[src/rtl/inst_fetch_unit.sv]
// Instruction fetch front end: issues word reads to a synchronous code ROM, buffers the
// returned instructions in a small FIFO and hands them to decode over valid/ready.
module inst_fetch_unit #(
    parameter int                    ADDR_WIDTH = 64,
    parameter int                    DATA_WIDTH = 32,
    parameter logic [ADDR_WIDTH-1:0] RESET_PC   = '0,
    parameter int                    FIFO_DEPTH = 2
) (
    input  logic                  clk,
    input  logic                  rst_n,
    output logic [ADDR_WIDTH-1:0] rom_addr_o,
    input  logic [DATA_WIDTH-1:0] rom_data_i,
    input  logic                  rom_illegal_i,
    input  logic                  redirect_i,
    input  logic [ADDR_WIDTH-1:0] redirect_pc_i,
    output logic                  inst_valid_o,
    input  logic                  inst_ready_i,
    output logic [DATA_WIDTH-1:0] inst_o,
    output logic [ADDR_WIDTH-1:0] inst_pc_o,
    output logic                  inst_fault_o
);

    localparam int PTR_W = (FIFO_DEPTH > 1) ? $clog2(FIFO_DEPTH) : 1;
    localparam int CNT_W = PTR_W + 1;

    typedef enum logic [0:0] {
        ST_RUN   = 1'b0,
        ST_FAULT = 1'b1
    } state_t;

    state_t                state_reg, state_next;
    logic [ADDR_WIDTH-1:0] fetch_pc_reg, fetch_pc_next;
    logic                  inflight_reg, inflight_next;
    logic [ADDR_WIDTH-1:0] inflight_pc_reg, inflight_pc_next;
    logic [PTR_W-1:0]      wr_ptr_reg, wr_ptr_next;
    logic [PTR_W-1:0]      rd_ptr_reg, rd_ptr_next;
    logic [CNT_W-1:0]      count_reg, count_next;

    logic [DATA_WIDTH-1:0] inst_mem  [FIFO_DEPTH];
    logic [ADDR_WIDTH-1:0] pc_mem    [FIFO_DEPTH];
    logic                  fault_mem [FIFO_DEPTH];

    logic                  pop;
    logic                  push;
    logic                  issue_en;
    logic [CNT_W-1:0]      count_after_pop;
    logic [CNT_W-1:0]      credit_used;

    assign rom_addr_o   = fetch_pc_reg;
    assign inst_valid_o = (count_reg != '0);

    // A redirect cancels the handshake and any response, so neither pop nor push may fire with it.
    assign pop  = inst_valid_o & inst_ready_i & ~redirect_i;
    assign push = inflight_reg & ~redirect_i & (state_reg == ST_RUN);

    // Credit counts the in-flight read as an already-reserved slot so a push can never overflow.
    assign count_after_pop = count_reg - CNT_W'(pop);
    assign credit_used     = count_after_pop + CNT_W'(inflight_reg);
    assign issue_en        = (state_reg == ST_RUN) & ~redirect_i &
                             (credit_used < CNT_W'(FIFO_DEPTH));

    always_comb begin
        state_next       = state_reg;
        fetch_pc_next    = fetch_pc_reg;
        inflight_next    = 1'b0;
        inflight_pc_next = inflight_pc_reg;
        wr_ptr_next      = wr_ptr_reg;
        rd_ptr_next      = rd_ptr_reg;
        count_next       = count_reg;

        if (redirect_i) begin
            state_next    = ST_RUN;
            fetch_pc_next = redirect_pc_i;
            wr_ptr_next   = '0;
            rd_ptr_next   = '0;
            count_next    = '0;
        end else begin
            if (push && rom_illegal_i) begin
                state_next = ST_FAULT;
            end
            if (issue_en) begin
                inflight_next    = 1'b1;
                inflight_pc_next = fetch_pc_reg;
                fetch_pc_next    = fetch_pc_reg + ADDR_WIDTH'(4);
            end
            if (push) begin
                wr_ptr_next = wr_ptr_reg + PTR_W'(1);
            end
            if (pop) begin
                rd_ptr_next = rd_ptr_reg + PTR_W'(1);
            end
            count_next = count_after_pop + CNT_W'(push);
        end
    end

    always_ff @(posedge clk or negedge rst_n) begin
        if (!rst_n) begin
            state_reg       <= ST_RUN;
            fetch_pc_reg    <= RESET_PC;
            inflight_reg    <= 1'b0;
            inflight_pc_reg <= '0;
            wr_ptr_reg      <= '0;
            rd_ptr_reg      <= '0;
            count_reg       <= '0;
        end else begin
            state_reg       <= state_next;
            fetch_pc_reg    <= fetch_pc_next;
            inflight_reg    <= inflight_next;
            inflight_pc_reg <= inflight_pc_next;
            wr_ptr_reg      <= wr_ptr_next;
            rd_ptr_reg      <= rd_ptr_next;
            count_reg       <= count_next;
        end
    end

    // Entry storage needs no reset: the occupancy count alone decides what is visible.
    generate
        for (genvar gi = 0; gi < FIFO_DEPTH; gi++) begin : g_entry
            always_ff @(posedge clk) begin
                if (push && (wr_ptr_reg == PTR_W'(gi))) begin
                    inst_mem[gi]  <= rom_illegal_i ? '0 : rom_data_i;
                    pc_mem[gi]    <= inflight_pc_reg;
                    fault_mem[gi] <= rom_illegal_i;
                end
            end
        end
    endgenerate

    assign inst_o       = inst_valid_o ? inst_mem[rd_ptr_reg]  : '0;
    assign inst_pc_o    = inst_valid_o ? pc_mem[rd_ptr_reg]    : '0;
    assign inst_fault_o = inst_valid_o ? fault_mem[rd_ptr_reg] : 1'b0;

endmodule

[config.mk]
export PLATFORM = sky130hd
export DESIGN_NAME = inst_fetch_unit
export DESIGN_NICKNAME = d
export VERILOG_FILES = /design/src/rtl/inst_fetch_unit.sv
export SDC_FILE = /design/constraint.sdc
export NUM_CORES = 1
export LEC_CHECK = 0
export CELL_PAD_IN_SITES_DETAIL_PLACEMENT = 1
export CELL_PAD_IN_SITES_GLOBAL_PLACEMENT = 2
export CORE_UTILIZATION = 37
export DETAILED_ROUTE_END_ITERATION = 10
export GPL_ROUTABILITY_DRIVEN = 0
export GPL_TIMING_DRIVEN = 0
export HOLD_SLACK_MARGIN = 0.12
export PLACE_DENSITY_LB_ADDON = 0.1
export SLEW_MARGIN = 20
export SYNTH_ARGS = -nofsm -noshare
export SYNTH_HDL_FRONTEND = slang
export SYNTH_SLANG_ARGS = --single-unit
[constraint.sdc]
create_clock -name clk -period 9.2 [get_ports clk]
set_input_delay 1.84 -clock clk [delete_from_list [all_inputs] [get_ports clk]]
set_output_delay 1.84 -clock clk [all_outputs]
set_load 0.01 [all_outputs]
# Word level (Yosys, flattened, before mapping)
# Memory sizes are Yosys's and may differ from the RTL's.
# Cells that the tools add are included.
[classes] addsub=6 order_cmp=1 n_mux=28 bitwise_logic=9 reduce_logical=12
[ops] cell="64-bit two-way mux" count=4
[ops] cell="32-bit two-way mux" count=3
[ops] cell="64-bit by 3-bit adder with 64-bit output (second input constant)" count=1
[ops] cell="64-bit OR reduction" count=1
[ops] cell="32-bit OR reduction" count=1
[ops] cell="1-bit two-way mux" count=20
[ops] cell="2-bit nonzero test" count=5
[ops] cell="1-bit bitwise AND" count=6
[ops] cell="2-bit by 1-bit adder with 2-bit output" count=2
[ops] cell="1-bit logical AND" count=3
[ops] cell="1-bit inverter" count=3
[ops] cell="1-bit adder (second input constant)" count=2
[ops] cell="2-bit < comparator (second input constant)" count=1
[ops] cell="2-bit two-way mux" count=1
[ops] cell="2-bit AND reduction" count=1
[ops] cell="2-bit by 1-bit subtractor with 2-bit output" count=1
[ops] cell="1-bit OR reduction" count=1
[totals] regBits=134 ramBits=194 input_bits=101 out_inout_bits=162 elab_cells=66 n_memories=3
[mem_list] memory="pc_mem" depth=2 word_bits=64 rd=1 rd_ports_with_merged_regs=0 write_ports=1 line_no="40" rtl="logic [ADDR_WIDTH-1:0] pc_mem [FIFO_DEPTH];"
[mem_list] memory="inst_mem" depth=2 word_bits=32 rd=1 rd_ports_with_merged_regs=0 write_ports=1 line_no="39" rtl="logic [DATA_WIDTH-1:0] inst_mem [FIFO_DEPTH];"
[mem_list] memory="fault_mem" depth=2 word_bits=1 rd=1 rd_ports_with_merged_regs=0 write_ports=1 line_no="41" rtl="logic fault_mem [FIFO_DEPTH];"

# Longest topological paths before layout
# Gate-level depths: netlist of the first run.
[depth] depth_word=9 depth_mapped=14 depth_no_buf=11

# Worst setup path after synthesis of the first run
# OpenSTA, ideal clock, no wires.
[synth_timing] path_kind="input port to flip-flop" from="input port redirect_i" to="memory fault_mem[0] (enable)" setup_ns=0.565 arrival_ns=6.824 t_required_ns=8.635 setup_slack_ns=1.811 stages=5 path_buffers=2 cell_sequence="clkbuf_1 -> inv_1 -> clkbuf_1 -> and2_1 -> nor2b_1"
[synth_between] elab_chain_len=8 elab_cells_between_ends=12 cone_classes="mux (6); bitwise (3); reduce/logical (3)"
[synth_rtl] element="start: declaration" line_no="14" rtl="input logic redirect_i,"
[synth_rtl] element="1-bit inverter (no line) *"
[synth_rtl] element="1-bit bitwise AND * (2 in series)" line_no="54" rtl="assign push = inflight_reg & ~redirect_i & (state_reg == ST_RUN);"
[synth_rtl] element="1-bit logical AND" line_no="120" rtl="if (push && (wr_ptr_reg == PTR_W'(gi))) begin"
[synth_rtl] element="1-bit two-way mux" line_no="120"
[synth_rtl] element="1-bit two-way mux (not written as such)" line_no="123" rtl="fault_mem[gi] <= rom_illegal_i;"
[synth_rtl] element="1-bit OR reduction (no line)"
[synth_rtl] element="1-bit two-way mux (no line)"
[synth_rtl] element="end: declaration" line_no="41"
# Every way passes the cells marked *; elsewhere a longest branch is shown, timed or not.

# Worst setup path after layout of the first run
[layout_timing] from="input port redirect_i" to="register inflight_pc_reg[33]"
[layout_between] elab_chain_len=7 elab_cells_between_ends=8 cone_classes="add/sub (2); order compare (1); bitwise (4); reduce/logical (1)"
[layout_rtl] element="1-bit inverter (no line) *"
[layout_rtl] element="1-bit bitwise AND" line_no="53" rtl="assign pop = inst_valid_o & inst_ready_i & ~redirect_i;"
[layout_rtl] element="2-bit by 1-bit subtractor with 2-bit output" line_no="57" rtl="assign count_after_pop = count_reg - CNT_W'(pop);"
[layout_rtl] element="2-bit by 1-bit adder with 2-bit output" line_no="58" rtl="assign credit_used = count_after_pop + CNT_W'(inflight_reg);"
[layout_rtl] element="2-bit < comparator" line_no="60" rtl="(credit_used < CNT_W'(FIFO_DEPTH));"
[layout_rtl] element="1-bit bitwise AND" line_no="59" rtl="assign issue_en = (state_reg == ST_RUN) & ~redirect_i &"
[layout_rtl] element="2-bit AND reduction (no line) *"
[layout_rtl] element="end signal: assignment" line_no="109" rtl="inflight_pc_reg <= inflight_pc_next;"
[layout_rtl] element="end: declaration" line_no="34" rtl="logic [ADDR_WIDTH-1:0] inflight_pc_reg, inflight_pc_next;"
# Marks and branches as above.
# A chain may end at the register's enable or synchronous reset.

==> impl_summary.log, run 1 <==
INFO  metric cts_max_level = 2
INFO  metric final-hold-violation-count = 0
INFO  metric fp.dieH = 198.6 um
INFO  metric fmax = 164.1 MHz
INFO  metric crit_arrival = 6.58 ns
INFO  metric cts_num_sinks = 328
INFO  metric dr.first_iter.drc_count = 465
INFO  metric proportion_of_synthesized_chip_area_in_sequential_cells = 64.15%
INFO  metric post-cts-setup-buffer-count = 0
INFO  metric finish.utilization = 50.11%
INFO  metric core_area = 37840 um^2
INFO  metric internal-power = 3516 uW
INFO  metric worst_path_slowest_cell = sky130_fd_sc_hd__nor3_2
INFO  metric postSynth.asyncResetShare = 40.85%
INFO  metric floorplan.io_pins = 263
INFO  metric tritoncts = done
INFO  metric antenna_cells_inserted = 0
INFO  metric numPortBuffers = 261
INFO  metric totalPowerFinal = 5249 uW
INFO  metric ctsResizeCount = 0
INFO  metric die_area = 39460 um^2
INFO  metric required_time_of_the_worst_setup_path = 9.68 ns
INFO  metric drt-vias-per-instance = 5.154
INFO  metric clk_latency = 0.54 ns
INFO  metric number_of_buffers_created_by_cts = 37
INFO  metric die_x = 198.6 um
INFO  metric max_flop_register = pc_mem
INFO  metric setup.worst_path.end_class = flip-flop
INFO  metric proportion_of_power_drawn_by_the_clock_network = 27.8%
INFO  metric route.vias.total = 10660
INFO  metric p_leak = 0.006912 uW
INFO  metric timing.hold.worst.start = inflight_pc_reg[22]
INFO  metric grt_pass1_vias = 11110
INFO  metric drt-total-wl = 45.14 mm
INFO  metric timing.setup.critical_path_class = input pin to flip-flop
INFO  metric overall_overflow_remaining_after_global_route = 0
INFO  metric initial_antenna_violation_count = 0
INFO  metric row_count = 71
INFO  metric worstSetupStartpoint = redirect_i
INFO  metric fillers = 4053
INFO  metric final_critical_path_setup_slack = 3.104 ns
INFO  metric fin_nets = 1633
INFO  metric clk_pin_slew_worst_paths = 0.06 ns
INFO  metric largest_reg_flops = 128
INFO  metric syn2layout_area_growth = 32.55%
INFO  metric finalSetupViolCount = 0
INFO  metric post_synth_main_area_contributors = sky130_fd_sc_hd__edfxtp_1, sky130_fd_sc_hd__dfrtp_1, sky130_fd_sc_hd__mux2i_1, sky130_fd_sc_hd__nand2_1, sky130_fd_sc_hd__nor2_1
INFO  metric worst-slew-pin-transition = 0.9270 ns
INFO  metric worst_setup_path_start_kind = input pin
INFO  metric max_cap_viol_count = 0
INFO  metric hpwl = 32.65 mm
INFO  metric timing.critical_path.cells = clkbuf_1, clkbuf_1, clkbuf_1, nor2_1, ha_1, xor2_2, nor3_2, o21ai_1, clkbuf_1, inv_2, clkbuf_1, nand2_1, nand2_1
INFO  metric post-synth-top-area-fraction = 40.72%
INFO  metric rsz0062_at_grt = false
INFO  metric share_comb_of_total_power = 30.8%
INFO  metric syn_avg_cell_area = 11.72 um^2
INFO  metric preCtsSetupSlack = 2.528 ns
INFO  metric cts_root_buf = sky130_fd_sc_hd__clkbuf_16
INFO  metric report.final.slew_viol_count = 0
INFO  metric grt_max_degree = 73
INFO  metric floorplan.initialDensity = 37.81%
INFO  metric cpMostUsedCell = sky130_fd_sc_hd__clkbuf_1
INFO  metric status = finished clean
INFO  metric cts_max_path_buffers = 3
INFO  metric cts_hold_buffers = 0
INFO  metric slew-limit-headroom = 36.60%
INFO  metric gr-usage-all-layers = 22.98%
INFO  metric power.share.sequential = 41.4%
INFO  metric total_switching_power = 1734 uW
INFO  metric worst_path_dominant_cell_family = buffers and inverters
INFO  metric firstDrtPassIters = 7
INFO  metric clock-skew-final = 0.01446 ns
INFO  metric yosys.cell_types.count = 58
INFO  metric grt_pass1_wl = 67.26 mm
INFO  metric post_synth_edffs = 194
INFO  metric netlist_area = 14310 um^2
INFO  metric power_density = 276.8 nW/um^2
INFO  metric synth_seq_cells = 328
INFO  metric synth_warnings = 0
INFO  metric setup_slack_of_the_most_critical_reg_to_reg_path = 4.87 ns
INFO  metric crit_path_max_incr_delay = 0.64 ns
INFO  metric drc = 0
INFO  metric share_of_the_clock_period_used_by_the_worst_path_after_layout = 66.26%
INFO  metric post-synth-top-area-cell = sky130_fd_sc_hd__edfxtp_1
INFO  metric route.antenna.remaining_nets = 0
INFO  metric worstReg2RegStart = count_reg[1]
INFO  metric route.detailed.wl_per_inst = 21.82 um
INFO  metric power.ir.vdd_worst = 137.3 uV
INFO  metric postSynthCellCount = 1221
INFO  metric p_sw_share = 33.03%
INFO  metric cp_num_buf_inv = 6
INFO  metric synth_top_flop_cell = sky130_fd_sc_hd__edfxtp_1
INFO  metric layout-drive-gt1-share = 6.226%
INFO  metric timing.final.crit_period = 6.096 ns
INFO  metric synth.net_count = 1325
INFO  metric top_fanout_value_on_the_critical_path = 10
INFO  metric timing.hold.worst.class = flip-flop to flip-flop
[routing by layer]
metal / global-route usage, % / share of wire [%] / vias up
met5: 0 / 0 / -
li1: - / - / 4992
met1: 31.44 / 46 / 5367
met2: 37.93 / 47 / 253
met3: 3.967 / 4.9 / 52
met4: 5.499 / 1.9 / 0
[layout by cell type (no fill, tap or decap), types with 12 or more instances in the layout]
cell type                           n
sky130_fd_sc_hd__clkdlybuf4s50_1  260
sky130_fd_sc_hd__nand2_1          237
sky130_fd_sc_hd__edfxtp_1         194
sky130_fd_sc_hd__dfrtp_1          134
sky130_fd_sc_hd__nor2_1           133
sky130_fd_sc_hd__mux2i_1           98
sky130_fd_sc_hd__clkbuf_1          53
sky130_fd_sc_hd__o21ai_0           45
sky130_fd_sc_hd__nor2b_1           38
sky130_fd_sc_hd__clkbuf_16         37
sky130_fd_sc_hd__nand4_1           26
sky130_fd_sc_hd__nand3_1           21
sky130_fd_sc_hd__xor2_1            17
sky130_fd_sc_hd__a31oi_1           16
sky130_fd_sc_hd__buf_1             15
sky130_fd_sc_hd__xnor2_1           15
sky130_fd_sc_hd__inv_1             15
sky130_fd_sc_hd__and3_1            14
sky130_fd_sc_hd__o31ai_1           12
sky130_fd_sc_hd__or4_1             12
sky130_fd_sc_hd__o2111ai_1         12
[per-stage QoR]
step	hold slack, ns	std cells	TNS (ns)	cell area (um^2)
finish	0.4678	2069	0	18960
global route	0.4827	2069	0	18960
CTS	0.4689	2069	0	18960
detailed placement	0.4550	2001	0	17760
global placement	0.4484	1993	-183.64	17560
floorplan	0.4419	1221	0	14310
[area by class of cell]
| type | instances | area (um^2) | area share, % |
|---|---|---|---|
| flip-flops and latches | 328 | 9179 | 48.40 |
| multi-input cells | 810 | 4821 | 25.42 |
| repair buffers | 269 | 2803 | 14.78 |
| clock buffers | 53 | 1046 | 5.516 |
| well taps | 511 | 639.4 | 3.371 |
| plain buffers | 67 | 262.8 | 1.386 |
| clock inverters | 15 | 153.9 | 0.8115 |
| inverters | 16 | 60.06 | 0.3167 |
[power by group through the flow]
stage	clock network, uW	registers (uW)	logic [uW]
after floorplan	0	2150	814
after detailed placement	0	2200	1640
after CTS	1490	2180	1650
after global placement	0	2210	1570
after global routing	1540	2210	1770
final	1460	2170	1620
[kinds of logic after synthesis]
kind of cell    after synthesis  synth area share [%]
mux                         100                 7.014
compound gates              120                 5.903
flops                       328                 64.15
simple gates                554                 18.34
fa+ha+maj                     3                0.2624
xor+xnor                     33                 2.073
buf+inv                      83                 2.256
[synthesized netlist by cell type, types with 9 or more instances]
cell / n
sky130_fd_sc_hd__nand2_1: 237
sky130_fd_sc_hd__edfxtp_1: 194
sky130_fd_sc_hd__dfrtp_1: 134
sky130_fd_sc_hd__nor2_1: 134
sky130_fd_sc_hd__mux2i_1: 98
sky130_fd_sc_hd__o21ai_0: 45
sky130_fd_sc_hd__clkbuf_1: 43
sky130_fd_sc_hd__nor2b_1: 39
sky130_fd_sc_hd__nand4_1: 26
sky130_fd_sc_hd__nand3_1: 21
sky130_fd_sc_hd__xor2_1: 17
sky130_fd_sc_hd__a31oi_1: 16
sky130_fd_sc_hd__and3_1: 15
sky130_fd_sc_hd__buf_1: 15
sky130_fd_sc_hd__inv_1: 15
sky130_fd_sc_hd__xnor2_1: 15
sky130_fd_sc_hd__o2111ai_1: 12
sky130_fd_sc_hd__o31ai_1: 12
sky130_fd_sc_hd__or4_1: 12
sky130_fd_sc_hd__and4_1: 11
sky130_fd_sc_hd__and2_1: 10
sky130_fd_sc_hd__o211ai_1: 10
sky130_fd_sc_hd__nor3_1: 9
sky130_fd_sc_hd__nor4_1: 9
[final timing paths]
kind | endpoint | depth (start not counted)
max in group asynchronous | inflight_pc_reg[8] | 2
setup reg to reg | inflight_pc_reg[33] | 13
min in group asynchronous | inflight_pc_reg[59] | 1
hold reg to reg | pc_mem[0][22] | 0
setup / recovery | inflight_pc_reg[33] | 13
hold / removal | pc_mem[0][22] | 0
(Power assumes the default switching activity.)
==> run 2: changes to the inputs <==
--- a/config.mk
+++ b/config.mk
@@ -7,7 +7,7 @@
 export LEC_CHECK = 0
 export CELL_PAD_IN_SITES_DETAIL_PLACEMENT = 1
 export CELL_PAD_IN_SITES_GLOBAL_PLACEMENT = 2
-export CORE_UTILIZATION = 37
+export CORE_UTILIZATION = 35
 export DETAILED_ROUTE_END_ITERATION = 10
 export GPL_ROUTABILITY_DRIVEN = 0
 export GPL_TIMING_DRIVEN = 0
==> constraint.sdc (replaced) <==
create_clock -name clk -period 5.8 [get_ports clk]
set_input_delay 1.16 -clock clk [delete_from_list [all_inputs] [get_ports clk]]
set_output_delay 1.16 -clock clk [all_outputs]
set_load 0.01 [all_outputs]
==> run 2 against run 1 <==
Highest routed layer unchanged; clock power rose by 57%; flip-flop and latch count did not move; final area fell by 0.12%; wire length rose by 0.82%; sequential power rose by 59%; largest power group unchanged; non-clock buffer count fell by 1; core utilization fell by 2.8 points.
==> impl_summary.log, run 2 (synthesis gave the netlist of run 1 again) <==
INFO  metric status = finished clean
INFO  metric layout.cells.most_common = sky130_fd_sc_hd__clkdlybuf4s50_1
INFO  metric layout.cells.non_filler = 2082
INFO  metric report.final.slew_viol_count = 0
INFO  metric share_comb_of_total_power = 30.8%
INFO  metric timing.final.crit_period = 5.414 ns
INFO  metric slew-limit-headroom = 36.39%
INFO  metric drt-total-wl = 45.51 mm
INFO  metric cts_max_level = 2
INFO  metric max_flop_register = pc_mem
INFO  metric timing.setup.critical_path_class = input pin to flip-flop
INFO  metric floorplan.initialDensity = 35.76%
INFO  metric cp_num_buf_inv = 6
INFO  metric initial_antenna_violation_count = 0
INFO  metric totalPowerFinal = 8287 uW
INFO  metric worst_path_slowest_cell = sky130_fd_sc_hd__nor3_2
INFO  metric p_leak = 0.006911 uW
INFO  metric share_of_the_clock_period_used_by_the_worst_path_after_layout = 93.34%
INFO  metric dr.first_iter.drc_count = 497
INFO  metric hpwl = 32.89 mm
INFO  metric number_of_buffers_created_by_cts = 38
INFO  metric final_critical_path_setup_slack = 0.3862 ns
INFO  metric fp.dieH = 204.2 um
INFO  metric max_cap_viol_count = 0
INFO  metric die_x = 204.2 um
INFO  metric gr-usage-all-layers = 22.08%
INFO  metric syn2layout_area_growth = 32.39%
INFO  metric timing.critical_path.cells = clkbuf_1, clkbuf_1, clkbuf_1, nor2_1, ha_1, xor2_2, nor3_2, o21ai_1, clkbuf_1, inv_2, clkbuf_1, nand2_1, nand2_1
INFO  metric placedCellCount = 2014
INFO  metric overall_overflow_remaining_after_global_route = 0
INFO  metric total_switching_power = 2735 uW
INFO  metric final-hold-violation-count = 0
INFO  metric clk_pin_slew_worst_paths = 0.06 ns
INFO  metric cts_hold_buffers = 0
INFO  metric internal-power = 5551 uW
INFO  metric route.detailed.wl_per_inst = 21.86 um
INFO  metric route.vias.total = 10590
INFO  metric power.share.sequential = 41.5%
INFO  metric grt_max_degree = 72
INFO  metric ctsResizeCount = 0
INFO  metric finalSetupViolCount = 0
INFO  metric preCtsSetupSlack = -0.1481 ns
INFO  metric crit_arrival = 5.88 ns
INFO  metric grt_pass1_vias = 11190
INFO  metric tritoncts = done
INFO  metric largest_reg_flops = 128
INFO  metric firstDrtPassIters = 5
INFO  metric rsz0062_at_grt = false
INFO  metric numPortBuffers = 261
INFO  metric fin_hold_ws = 0.4657 ns
INFO  metric power_density = 437.5 nW/um^2
INFO  metric cpMostUsedCell = sky130_fd_sc_hd__clkbuf_1
INFO  metric post-cts-setup-buffer-count = 0
INFO  metric worst_setup_path_start_kind = input pin
INFO  metric die_area = 41690 um^2
INFO  metric core_area = 40010 um^2
INFO  metric cts_max_path_buffers = 3
INFO  metric antenna_cells_inserted = 0
INFO  metric worst-slew-pin-transition = 0.9542 ns
INFO  metric grt_pass1_wl = 68.89 mm
INFO  metric worst_path_dominant_cell_family = buffers and inverters
INFO  metric proportion_of_power_drawn_by_the_clock_network = 27.7%
INFO  metric fmax = 184.7 MHz
INFO  metric fin_nets = 1633
INFO  metric most-common-layout-cells = sky130_fd_sc_hd__clkdlybuf4s50_1, sky130_fd_sc_hd__nand2_1, sky130_fd_sc_hd__edfxtp_1, sky130_fd_sc_hd__dfrtp_1, sky130_fd_sc_hd__nor2_1
INFO  metric timing.hold.worst.class = flip-flop to flip-flop
INFO  metric cts_num_sinks = 328
INFO  metric power.ir.vdd_worst = 243.2 uV
INFO  metric cts_root_buf = sky130_fd_sc_hd__clkbuf_16
INFO  metric floorplan.io_pins = 263
INFO  metric clock-skew-final = 0.01843 ns
INFO  metric drt-vias-per-instance = 5.087
INFO  metric layout-drive-gt1-share = 6.230%
INFO  metric clk_latency = 0.53 ns
INFO  metric row_count = 73
INFO  metric route.antenna.remaining_nets = 0
INFO  metric setup.worst_path.end_class = flip-flop
INFO  metric crit_path_max_incr_delay = 0.66 ns
INFO  metric p_sw_share = 33.01%
INFO  metric top_fanout_value_on_the_critical_path = 10
INFO  metric finish.utilization = 47.35%
INFO  metric drc = 0
INFO  metric required_time_of_the_worst_setup_path = 6.26 ns
## run 2: stage by stage
| stage | cell area (um^2) | TNS (ns) |
|---|---|---|
| floorplan | 14310 | 0 |
| global placement | 17580 | -624.61 |
| detailed placement | 17760 | -0.9606 |
| CTS | 18940 | 0 |
| global route | 18940 | 0 |
| finish | 18940 | 0 |
## run 2: area by class of cell
class | instances | area [um^2]
Fill cell | 4310 | 21060
Sequential cell | 328 | 9179
Multi-Input combinational cell | 810 | 4821
Timing Repair Buffer | 268 | 2780
Clock buffer | 46 | 1022
Tap cell | 525 | 656.9
Buffer | 67 | 262.8
Clock inverter | 22 | 160.2
Inverter | 16 | 60.06
## run 2: power groups by stage
stage	registers (uW)	clock network [uW]	logic, uW
final	3440	2290	2550
after floorplan	3410	0	1290
after CTS	3450	2360	2600
after detailed placement	3490	0	2590
after global placement	3490	0	2500
after global routing	3510	2440	2800
## run 2: layer usage
layer | track usage (%) | vias up | routed length [um] | part of all wire, %
met2 | 36.51 | 244 | 21740 | 48
met5 | 0 | - | 0 | 0
met1 | 30.36 | 5304 | 20910 | 46
met3 | 3.348 | 48 | 2019 | 4.4
met4 | 5.330 | 0 | 845 | 1.9
li1 | - | 4995 | - | -
## run 2: path summary, 6_finish.rpt
| check | slack [ns] | startpoint | endpoint | cells after the start |
|---|---|---|---|---|
| setup / recovery | 0.39 | redirect_i | inflight_pc_reg[33] | 13 |
| hold / removal | 0.47 | inflight_pc_reg[42] | pc_mem[0][42] | 0 |
| max in group asynchronous | 4.43 | rst_n | inflight_pc_reg[17] | 2 |
| setup reg to reg | 1.12 | count_reg[1] | inflight_pc_reg[33] | 13 |
| min in group asynchronous | 0.57 | rst_n | inflight_pc_reg[44] | 1 |
| hold reg to reg | 0.47 | inflight_pc_reg[42] | pc_mem[0][42] | 0 |
==> patch: new RTL, settings of run 1 <==
`FIFO_DEPTH`: 2 -> 1.
--- a/src/rtl/inst_fetch_unit.sv
+++ b/src/rtl/inst_fetch_unit.sv
@@ -5,5 +5,5 @@
     parameter int                    DATA_WIDTH = 32,
     parameter logic [ADDR_WIDTH-1:0] RESET_PC   = '0,
-    parameter int                    FIFO_DEPTH = 2
+    parameter int                    FIFO_DEPTH = 1
 ) (
     input  logic                  clk,
Check against the original RTL: not equivalent (a bounded check fails within 4 cycles, from zero or initial values and one cycle with rst_n low).
==> patch against run 1 <==
  * Via count shrank 19%
  * Sequential cell count down 98
  * Cell count is 18% lower
  * Critical endpoint is now rom_addr_o[62]
  * Power fell by 25%
  * Cell area decreased by 23%
  * Worst setup slack improved by 0.060 ns
  * Non-clock buffer count fell by 13
  * Routed wire length is 25% lower
  * Maximum frequency increased by 1.0%
  * Combinational power is 17% lower
  * Count of clock-buffer cells in the layout down 16
  * Synthesized area is 27% lower
  * Clock power is 28% lower
==> patch: results (changes against run 1) <==
Route
  – Met2 routed WL: 16,800 µm (was 21,400 µm)
  – Vias: 8,672 (was 10,700)
  – Wire length on met3: 1930 µm (was 2210 µm)

Global routing
  – Antenna violations before repair: 2 (was 0)
  – First-pass GRT wire length: 52,000 µm (was 67,300 µm)
  – GR Util met3: 3.86% (was 3.97%)
  – Vias in the first global route: 9,023 (was 11,100)

Critical path
  – CP peak stage delay: 0.67 ns (was 0.64 ns)
  – Register-to-register setup slack: 4.62 ns (was 4.87 ns)
  – Worst path slowest cell: clkbuf_1 (was nor3_2)

Yosys
  – Synth cell count leaders: nand2_1 (244), dfrtp_1 (133), and2_1 (105), edfxtp_1 (97), clkbuf_1 (47) (was nand2_1 (237), edfxtp_1 (194), dfrtp_1 (134), nor2_1 (134), mux2i_1 (98))
  – Most used DFF post-synth: dfrtp_1 (was edfxtp_1)
  – Unique masters post-synth: 51 (was 58)
  – Synth Area in XOR/XNOR: 2.38% (was 2.07%)
  – Synth Area in Adders: 0.477% (was 0.262%)
  – Async SR Flop Fraction: 57.8% (was 40.9%)

STA
  – Fin Clk Skew: 0.0114 ns (was 0.0145 ns)
  – Min Hold Slack: 0.444 ns (was 0.468 ns)

Placed design
  – Placed wire-length estimate: 24,900 µm (was 32,700 µm)
  – PortBufs: 262 (was 261)
  – Dpl ws: 2.63 ns (was 2.53 ns)

Worst hold path
  – HP Start: inflight_pc_reg[51] (was inflight_pc_reg[22])

Final layout
  – Share of layout cells above drive strength 1: 5.77% (was 6.23%)
  – Fillers: 3,052 (was 4,053)
  – Design area: 14,600 µm² (was 19,000 µm²)

Pwr
  – Peak supply drop: 0.158 mV (was 0.137 mV)

Status
  – Status: finished, final reports clean (unchanged)

Clock tree
  – CTS Buf Count: 27 (was 37)
  – # H-tree levels: 1 (was 2)
patch: cell count changes after synthesis, moves of 12 or more:
cell / run 1 / this run
and2_1: 10 / 105
nand4_1: 26 / 38
edfxtp_1: 194 / 97
mux2i_1: 98 / 1
o2111ai_1: 12 / 0
buf_1: 15 / 1
nor2_1: 134 / 43
patch: cells by family after synthesis:
family	after synthesis
muxes	3
buffers and inverters	66
DFF	230
adders and majority gates	4
and+or+nand+nor	576
xor gates and xnor gates	27
AOI/OAI and AO/OA	94
patch: cell type report:
class,instances,area share [%]
multi-input combinational,704,27.4
antenna,1,0.0171
inverter,10,0.257
sequential,230,42.7
tap,378,3.24
buffer,56,1.58
timing repair buffer,267,18.8
clock buffer,37,5.23
clock inverter,13,0.737
patch: power by group:
part	internal (mW)	leakage (nW)	switching [mW]	total [mW]
sequential	1.37	2.52	0.151	1.53
clock	0.610	0.431	0.435	1.05
combinational	0.589	2.78	0.758	1.35
